$ cat src/rtl/flag_fifo.sv
// flag_fifo: single-clock FIFO with registered read data and registered status flags.
// The occupancy flags (empty, almostfull, full) come from the next occupancy value,
// so they change on the same clock edge as count.
// Optional feature macro: FLAG_FIFO_ERR_EN adds the sticky overflow and underflow outputs.
module flag_fifo #(
  parameter int unsigned DATA_W      = 8,
  parameter int unsigned ADDR_W      = 4,
  parameter int unsigned AFULL_LEVEL = 14
) (
  input  logic              clk,
  input  logic              rst_n,
  input  logic              wr,
  input  logic [DATA_W-1:0] din,
  input  logic              rd,
  output logic [DATA_W-1:0] dout,
  output logic              valid,
  output logic              empty,
  output logic              almostfull,
  output logic              full,
`ifdef FLAG_FIFO_ERR_EN
  output logic              overflow,
  output logic              underflow,
`endif
  output logic [ADDR_W:0]   count
);

  localparam int unsigned DEPTH = 2 ** ADDR_W;
  localparam int unsigned CNT_W = ADDR_W + 1;

  logic [DATA_W-1:0] mem_q [DEPTH];

  logic [ADDR_W-1:0] wptr_q, wptr_d;
  logic [ADDR_W-1:0] rptr_q, rptr_d;
  logic [CNT_W-1:0]  count_q, count_d;
  logic [DATA_W-1:0] dout_q, dout_d;
  logic              valid_q, valid_d;
  logic              empty_q, empty_d;
  logic              afull_q, afull_d;
  logic              full_q, full_d;
  logic              wr_ok, rd_ok;

  // Accept strobes against the flags registered before this edge.
  assign wr_ok = wr & ~full_q;
  assign rd_ok = rd & ~empty_q;

  // Next pointers, occupancy, read data and flags.
  always_comb begin
    wptr_d  = wptr_q;
    rptr_d  = rptr_q;
    dout_d  = dout_q;
    valid_d = 1'b0;
    count_d = count_q + CNT_W'(wr_ok) - CNT_W'(rd_ok);
    if (wr_ok) begin
      wptr_d = wptr_q + ADDR_W'(1);
    end
    if (rd_ok) begin
      rptr_d  = rptr_q + ADDR_W'(1);
      dout_d  = mem_q[rptr_q];
      valid_d = 1'b1;
    end
    empty_d = (count_d == '0);
    full_d  = (count_d == CNT_W'(DEPTH));
    afull_d = (count_d >= CNT_W'(AFULL_LEVEL));
  end

  // Control and status registers, synchronous active-low reset.
  always_ff @(posedge clk) begin
    if (!rst_n) begin
      wptr_q  <= '0;
      rptr_q  <= '0;
      count_q <= '0;
      dout_q  <= '0;
      valid_q <= 1'b0;
      empty_q <= 1'b1;
      afull_q <= 1'b0;
      full_q  <= 1'b0;
    end else begin
      wptr_q  <= wptr_d;
      rptr_q  <= rptr_d;
      count_q <= count_d;
      dout_q  <= dout_d;
      valid_q <= valid_d;
      empty_q <= empty_d;
      afull_q <= afull_d;
      full_q  <= full_d;
    end
  end

  // Storage array; contents survive reset, only the pointers are cleared.
  always_ff @(posedge clk) begin
    if (rst_n && wr_ok) begin
      mem_q[wptr_q] <= din;
    end
  end

`ifdef FLAG_FIFO_ERR_EN
  logic ovf_q, ovf_d;
  logic unf_q, unf_d;

  // Sticky error bits: set on a rejected strobe, cleared only by reset.
  always_comb begin
    ovf_d = ovf_q | (wr & full_q);
    unf_d = unf_q | (rd & empty_q);
  end

  // Error bit registers.
  always_ff @(posedge clk) begin
    if (!rst_n) begin
      ovf_q <= 1'b0;
      unf_q <= 1'b0;
    end else begin
      ovf_q <= ovf_d;
      unf_q <= unf_d;
    end
  end

  assign overflow  = ovf_q;
  assign underflow = unf_q;
`endif

  assign dout       = dout_q;
  assign valid      = valid_q;
  assign empty      = empty_q;
  assign almostfull = afull_q;
  assign full       = full_q;
  assign count      = count_q;

endmodule

$ cat config.mk
export PLATFORM = sky130hd
export DESIGN_NAME = flag_fifo
export DESIGN_NICKNAME = d
export VERILOG_FILES = /design/src/rtl/flag_fifo.sv
export SDC_FILE = /design/constraint.sdc
export NUM_CORES = 1
export LEC_CHECK = 0
export BUFFER_PORTS_ARGS = -buffer_cell sky130_fd_sc_hd__buf_2
export CORE_ASPECT_RATIO = 0.7
export CORE_MARGIN = 5
export CORE_UTILIZATION = 33
export DETAILED_ROUTE_END_ITERATION = 16
export PLACE_DENSITY_LB_ADDON = 0.15
export SYNTH_ARGS = -nofsm -noshare
export SYNTH_HDL_FRONTEND = slang
export SYNTH_SLANG_ARGS = --single-unit
$ cat constraint.sdc
create_clock -name clk -period 8.1 [get_ports clk]
set_clock_uncertainty 0.15 [all_clocks]
set_input_delay 0.405 -clock clk [delete_from_list [all_inputs] [get_ports clk]]
set_output_delay 0.405 -clock clk [all_outputs]
set_load 0.03 [all_outputs]
Yosys cells after proc, flatten, opt, wreduce, memory -nomap -nowiden
Memories as Yosys holds them, arrays and structs flattened. A register that Yosys moved wholly into a read port is not among the register bits.
Cells that the tools add are included.
- $add $sub $neg: 4
- magnitude comparators: 1
- eq/ne operators: 1
- muxes and demuxes: 3
- bitwise gates (word level): 4
- reduce and logical (&&, ||, !) cells: 3
- operators by type and width (operator ; count):
    4-bit by 1-bit adder with 4-bit output (second input constant) ; 2
    5-bit by 1-bit adder with 5-bit output ; 1
    5-bit == test (second input constant) ; 1
    5-bit by 4-bit greater-or-equal comparator with 1-bit output (second input constant) ; 1
    5-bit zero test ; 1
    5-bit by 1-bit subtractor with 5-bit output ; 1
    1-bit two-way mux ; 3
    1-bit bitwise AND ; 2
    1-bit NOT ; 2
    1-bit logical AND ; 1
    1-bit zero test ; 1
- register bits: 17
- RAM bits: 128
- bits of input ports: 12
- output and inout bits: 17
- logic and storage cells: 24
- memories: 1
- memories (name ; depth ; bits a word ; rd ports ; clocked after memory_dff ; wr ports ; line ; RTL):
    mem_q ; 16 ; 8 ; 1 ; 1 ; 1 ; 30 ; logic [DATA_W-1:0] mem_q [DEPTH];

Depth between registers and ports, before layout
Gate-level depths: netlist of the first run.
- word-level depth: 5
- depth in mapped cells: 12
- mapped depth without buffers: 11

Worst setup path before layout of the first run
No wires, ideal clock.
- kind: flip-flop to flip-flop
- start point: register full_q, in the netlist full
- end point: register full_q, in the netlist full
- library setup time: 103 ps
- arrival time: 2645 ps
- data required time: 7847 ps
- slack: 5202 ps
- stages on the path, launching flop included: 12
- buffers on the path: 1
- period minus slack after synthesis: 2898 ps
- cell sequence: dfxtp_1 nor2b_1 clkbuf_1 inv_1 ha_1 inv_1 ha_1 inv_1 fa_1 xnor2_1 or3b_1 a2111oi_2
- word-level cells in the longest chain between the ends: 5
- ends and longest elaborated chain (element ; line ; RTL):
    start: declaration ; 39 ; logic full_q, full_d;
    start signal: assignment ; 85 ; full_q <= full_d;
    1-bit NOT ; 43 ; assign wr_ok = wr & ~full_q;
    1-bit bitwise AND ; 43 ;
    5-bit by 1-bit adder with 5-bit output ; 52 ; count_d = count_q + CNT_W'(wr_ok) - CNT_W'(rd_ok);
    5-bit by 1-bit subtractor with 5-bit output ; 52 ;
    5-bit == test ; 62 ; full_d = (count_d == CNT_W'(DEPTH));
No other way between the ends.
A chain may end at the register's enable or synchronous reset.

Worst setup path after layout of the first run
Ends and elaborated chain as after synthesis.

==> flow_metrics.tcl, run 1 <==
set metrics [dict create \
    final_cell_mix "edfxtp_1, mux2i_1, nor2_1, buf_2, dfxtp_1" \
    drc_errors 0 \
    hold_viol 0 \
    drt-total-wl_um 13710 \
    place_ws_ps 4719 \
    grt_pass1_wl_um 20690 \
    fin_crit_sh_pct 39.87 \
    setup_tns_ps 0 \
    area_growth_pct 15.82 \
    clock_sinks 153 \
    io_pins 29 \
    min_period_ps 3230 \
    clock_latency_ps 410 \
    routed_via_density 4.873 \
    yosysUniqueCellTypes 40 \
    die_h_um 123.9 \
    tritoncts "done" \
    hpwlAfterDp_um 8626 \
    synthFlopType "edfxtp_1" \
    hold_buffers 0 \
    synth_area_um2 6113 \
    synth_seq_cells 153 \
    path_common_cell "inv_1" \
    std_cell_rows 41 \
    dieArea_um2 21390 \
    setup_violations 0 \
    p_int_mw 1.483 \
    required_ps 8240 \
    max_stage_delay_ps 460 \
    place.gp.congestion 0.7311 \
    fmax_ghz 0.3096 \
    yosysTopAreaCell "edfxtp_1" \
    final_area_um2 7081 \
    cp_cell_sequence "nor2b_1 -> inv_1 -> ha_1 -> inv_1 -> ha_1 -> inv_1 -> fa_1 -> xnor2_1 -> or3b_1 -> a2111oi_2" \
    vias 3299 \
    layout_commonest_cell "edfxtp_1" \
    seq_area_frac_synth_pct 71.06 \
    synthArstFlopShare_pct 0 \
    synth_area_leaders "edfxtp_1, mux2i_1, dfxtp_1" \
    p_switching_mw 0.5913 \
    grt_usage_pct 13.19 \
    port_buffers 28 \
    syn-num-nets 419 \
    critPathLaunchType "flop" \
    cts_max_path_buffers 2 \
    critPathTopFamily "adder cells" \
    syn_inst 396 \
    num-nets-final 451 \
    tightestPinTransition_ps 1171 \
    cts.repair.resized 0 \
    power_density_nw_per_um2 293.0 \
    rsz0062_at_grt "false" \
    diodes 0 \
    die-width_um 172.7 \
    p_leak_nw 2.326 \
    crit_slowest_cell "nor2b_1" \
    cts_root_buf "clkbuf_16" \
    grt_max_degree 52 \
    syn_area_per_cell_um2 15.44 \
    wl_per_cell_um 20.25 \
    drv_slew 0 \
    antenna_found_initial 0 \
    hold_path_class "primary input to flop" \
    placed_area_um2 6491 \
    drive_gt1_share_pct 15.87 \
    drv_cap 0 \
    end_kind "flop" \
    ir_drop_mv 0.1054 \
    slew_headroom_pct 21.63 \
    fin_ws_ps 4870 \
    crit_type "flop to flop" \
    grt_pass1_vias 3149 \
    pwr-share-comb_pct 17.6 \
    dr.pass1.iters 4 \
    post_cts_buffers 0 \
    ant_nets 0 \
    pwr-share-clk_pct 38.1 \
    path_max_fanout 9 \
    synth_edf_count 128 \
    drt_iter0_markers 216 \
    yosys.area.top_type_share_pct 62.87 \
    core_um2 18110 \
    seq_power_share_pct 44.3 \
    switching_share_pct 28.50 \
    arrival_ps 3370 \
    yosys_warnings 0 \
    status "complete, no violations" \
    initial_core_util_pct 33.76 \
    grt_overflow 0 \
    cts_buffers 17 \
    cp_num_buf_inv 3 \
    clk_pin_slew_ps 60 \
    h-tree-depth 4 \
]
## power groups by stage
stage	logic (mW)	clock network [mW]	registers [mW]
3_3_place_gp	0.363	0	0.935
2_1_floorplan	0.215	0	0.979
4_1_cts	0.368	0.803	0.920
6_report	0.365	0.791	0.919
3_5_place_dp	0.365	0	0.937
5_1_grt	0.399	0.845	0.925
## cells by family (layout without fill, tap and decap cells)
group                    count (synthesis)  in the layout  share of synthesized area [%]
AND/OR/NAND/NOR                         80             80                          6.386
XOR/XNOR                                10             10                          1.433
AO/OA/AOI/OAI                           49             49                          5.935
buffers and inverters                   29             74                          2.129
adder cells (fa/ha/maj)                 11             11                          2.374
multiplexers                            64             64                          10.68
flip-flops                             153            153                          71.06
## metal layers
layer | vias to the layer above | wire length, µm | GRT usage (%)
li1 | 1574 | - | -
met1 | 1649 | 7307 | 20.29
met2 | 69 | 5631 | 18.59
met3 | 7 | 708 | 3.398
met4 | 0 | 60 | 3.093
met5 | - | 0 | 0
## through the flow
step	hold WS [ps]	utilization (%)	cells	power (mW)
2_1_floorplan	343.7	-	396	1.195
3_3_place_gp	337.9	35.85	645	1.298
3_5_place_dp	335.9	35.85	645	1.302
4_1_cts	176.7	39.10	677	2.091
5_1_grt	193.4	39.10	677	2.169
6_report	194.6	39.10	677	2.075
## synthesized netlist by cell type, types with 2 or more instances
master	number
a21oi_1	10
a22oi_1	22
xnor2_1	4
ha_1	10
nor2b_1	5
mux2i_1	63
nand3b_1	2
buf_4	3
clkbuf_1	7
and2_1	4
nor2_1	29
a221oi_1	8
xor2_1	6
dfxtp_1	25
buf_2	8
nand3_1	9
nand2_1	20
inv_1	11
nor3_1	2
edfxtp_1	128
## path summary, 6_finish.rpt
path	startpoint	endpoint	slack (ps)	cells after the start
setup / recovery	full$_SDFF_PN0_	full$_SDFF_PN0_	4870	10
hold / removal	rst_n	count[2]$_SDFF_PN0_	190	2
setup reg to reg	full$_SDFF_PN0_	full$_SDFF_PN0_	4870	10
hold reg to reg	dout[1]$_SDFFE_PN0P_	dout[1]$_SDFFE_PN0P_	350	1
## registers in the layout, summed over array words and instances, names as in the netlist
register    flops
count           5
full            1
almostfull      1
valid           1
wptr_q          4
mem_q         128
empty           1
rptr_q          4
dout            8
## layout make-up
class / instances / area (µm²)
timing repair buffer: 31 / 162.7
tap: 236 / 295.3
multi-input combinational: 214 / 1644
inverter: 11 / 41.29
clock buffer: 17 / 425.4
clock inverter: 15 / 163.9
fill: 1704 / 11030
sequential: 153 / 4348
(Power assumes the default switching activity.)
==> run 2, diff against run 1 <==
- clock period: 8.1 -> 2.6 ns (I/O delays scaled with it)
==> flow_metrics.tcl, run 2 (synthesized netlist as in run 1, its figures left out) <==
set metrics [dict create \
    status "complete, no violations" \
    crit_slowest_cell "or3b_4" \
    routed_via_density 4.788 \
    port_buffers 28 \
    drv_cap 0 \
    area_growth_pct 21.06 \
    max_stage_delay_ps 420 \
    dieArea_um2 21390 \
    crit_type "flop to flop" \
    cp_cell_sequence "nor2b_4 -> inv_1 -> ha_1 -> inv_1 -> ha_2 -> inv_2 -> fa_2 -> xnor2_2 -> or3b_4 -> a2111oi_4" \
    core_um2 18110 \
    end_kind "flop" \
    io_pins 29 \
    fin_crit_sh_pct 96.04 \
    grt_pass1_wl_um 21620 \
    die-width_um 172.7 \
    clock_latency_ps 420 \
    hold_path_class "primary input to flop" \
    std_cell_rows 41 \
    required_ps 2750 \
    rsz0062_at_grt "false" \
    fmax_ghz 0.4005 \
    power_density_nw_per_um2 877.5 \
    grt_max_degree 24 \
    vias 3409 \
    ir_drop_mv 0.3045 \
    path_common_cell "inv_1" \
    tightestPinTransition_ps 569.5 \
    drt-total-wl_um 13990 \
    wl_per_cell_um 19.64 \
    setup_violations 0 \
    critPathTopFamily "adder cells" \
    dr.pass1.iters 4 \
    largest_reg_flops 128 \
    cts_buffers 17 \
    p_leak_nw 2.519 \
    tritoncts "done" \
    pwr-share-clk_pct 35.6 \
    grt_pass1_vias 3561 \
    num-nets-final 486 \
    arrival_ps 2650 \
    diodes 0 \
    total_power_mw 6.494 \
    slew_headroom_pct 61.83 \
    hold_viol 0 \
    place.gp.congestion 0.7819 \
    path_max_fanout 2 \
    die_h_um 123.9 \
    placed_area_um2 6724 \
    grt_overflow 0 \
    critPathLaunchType "flop" \
    min_period_ps 2497 \
    h-tree-depth 4 \
    post_cts_buffers 0 \
    drc_errors 0 \
    drv_slew 0 \
    p_switching_mw 1.829 \
    final_area_um2 7401 \
    drive_gt1_share_pct 21.64 \
    clock_sinks 153 \
    cts_root_buf "clkbuf_16" \
    grt_usage_pct 13.88 \
    layout_commonest_cell "edfxtp_1" \
    cp_num_buf_inv 3 \
    switching_share_pct 28.16 \
    hpwlAfterDp_um 9231 \
    initial_core_util_pct 33.76 \
    antenna_found_initial 0 \
    seq_power_share_pct 44.2 \
    drt_iter0_markers 227 \
    final_cell_mix "edfxtp_1, mux2i_1, nor2_1" \
    regMostFlops "mem_q" \
    clk_pin_slew_ps 60 \
    cts_max_path_buffers 2 \
    ant_nets 0 \
    p_int_mw 4.666 \
    pwr-share-comb_pct 20.2 \
]
## run 2: changes by cell type in the layout (fill, tap and decap cells not counted), moves of 2 or more
cell,before,now
clkbuf_8,0,2
buf_12,0,2
clkinv_2,1,6
inv_6,7,1
dfxtp_1,24,22
buf_4,3,27
dlygate4sd3_1,0,9
clkinv_4,0,2
clkinvlp_4,5,2
## run 2: stage by stage
stage          TNS (ps)  worst slack, ps  cells  util, %  hold slack, ps
5_1_grt               0            5.411    712    40.87           178.9
6_report              0            102.9    712    40.87           139.6
4_1_cts               0            29.28    712    40.78           155.5
2_1_floorplan    -3.157           -3.157    396        -           78.87
3_3_place_gp          0            82.89    671    37.13           328.1
3_5_place_dp     -3.860           -3.860    671    37.13           331.1
## run 2: worst paths after layout
kind                                           start                endpoint  slack, ps  cells after the start
worst min-delay path                              wr  wptr_q[0]$_SDFFE_PN0P_        140                      5
worst max register to register       full$_SDFF_PN0_         full$_SDFF_PN0_        100                     10
worst max-delay path                 full$_SDFF_PN0_         full$_SDFF_PN0_        100                     10
worst min register to register  dout[3]$_SDFFE_PN0P_    dout[3]$_SDFFE_PN0P_        340                      2
## run 2: worst reg2reg max path: cells and delay by family, from the launching register on
family                   cells  cell delay, ps
buffers and inverters        3             140
flip-flops                   1             340
AND/OR/NAND/NOR              2             520
XOR/XNOR                     1             160
AO/OA/AOI/OAI                1             210
adder cells (fa/ha/maj)      3             850
## run 2: metal layers
| metal | wire length (µm) | GRT usage [%] | vias up |
|---|---|---|---|
| li1 | - | - | 1642 |
| met1 | 6774 | 19.75 | 1695 |
| met2 | 6318 | 20.53 | 63 |
| met3 | 737 | 3.459 | 9 |
| met4 | 156 | 5.498 | 0 |
| met5 | 0 | 0 | - |
## run 2: power groups by stage
stage	combinational [mW]	sequential (mW)	clock (mW)
after global placement	1.22	2.92	0
after floorplan	0.702	3.06	0
after global routing	1.42	2.89	2.48
after detailed placement	1.24	2.92	0
final	1.31	2.87	2.31
after CTS	1.29	2.87	2.37
## run 2: what timing repair did
action	in CTS	in global routing
gates resized for setup	1	5
endpoints found under the hold margin	131	0
hold buffers	9	0
pin swaps	1	3
endpoints found under the setup margin	1	1
## run 2: area by class of cell
| cell class | instances | area, µm² |
|---|---|---|
| Clock buffer | 20 | 456.7 |
| Clock inverter | 12 | 101.3 |
| Fill cell | 1667 | 10710 |
| Inverter | 11 | 41.29 |
| Multi-Input combinational cell | 214 | 1680 |
| Sequential cell | 153 | 4353 |
| Tap cell | 236 | 295.3 |
| Timing Repair Buffer | 66 | 473.0 |
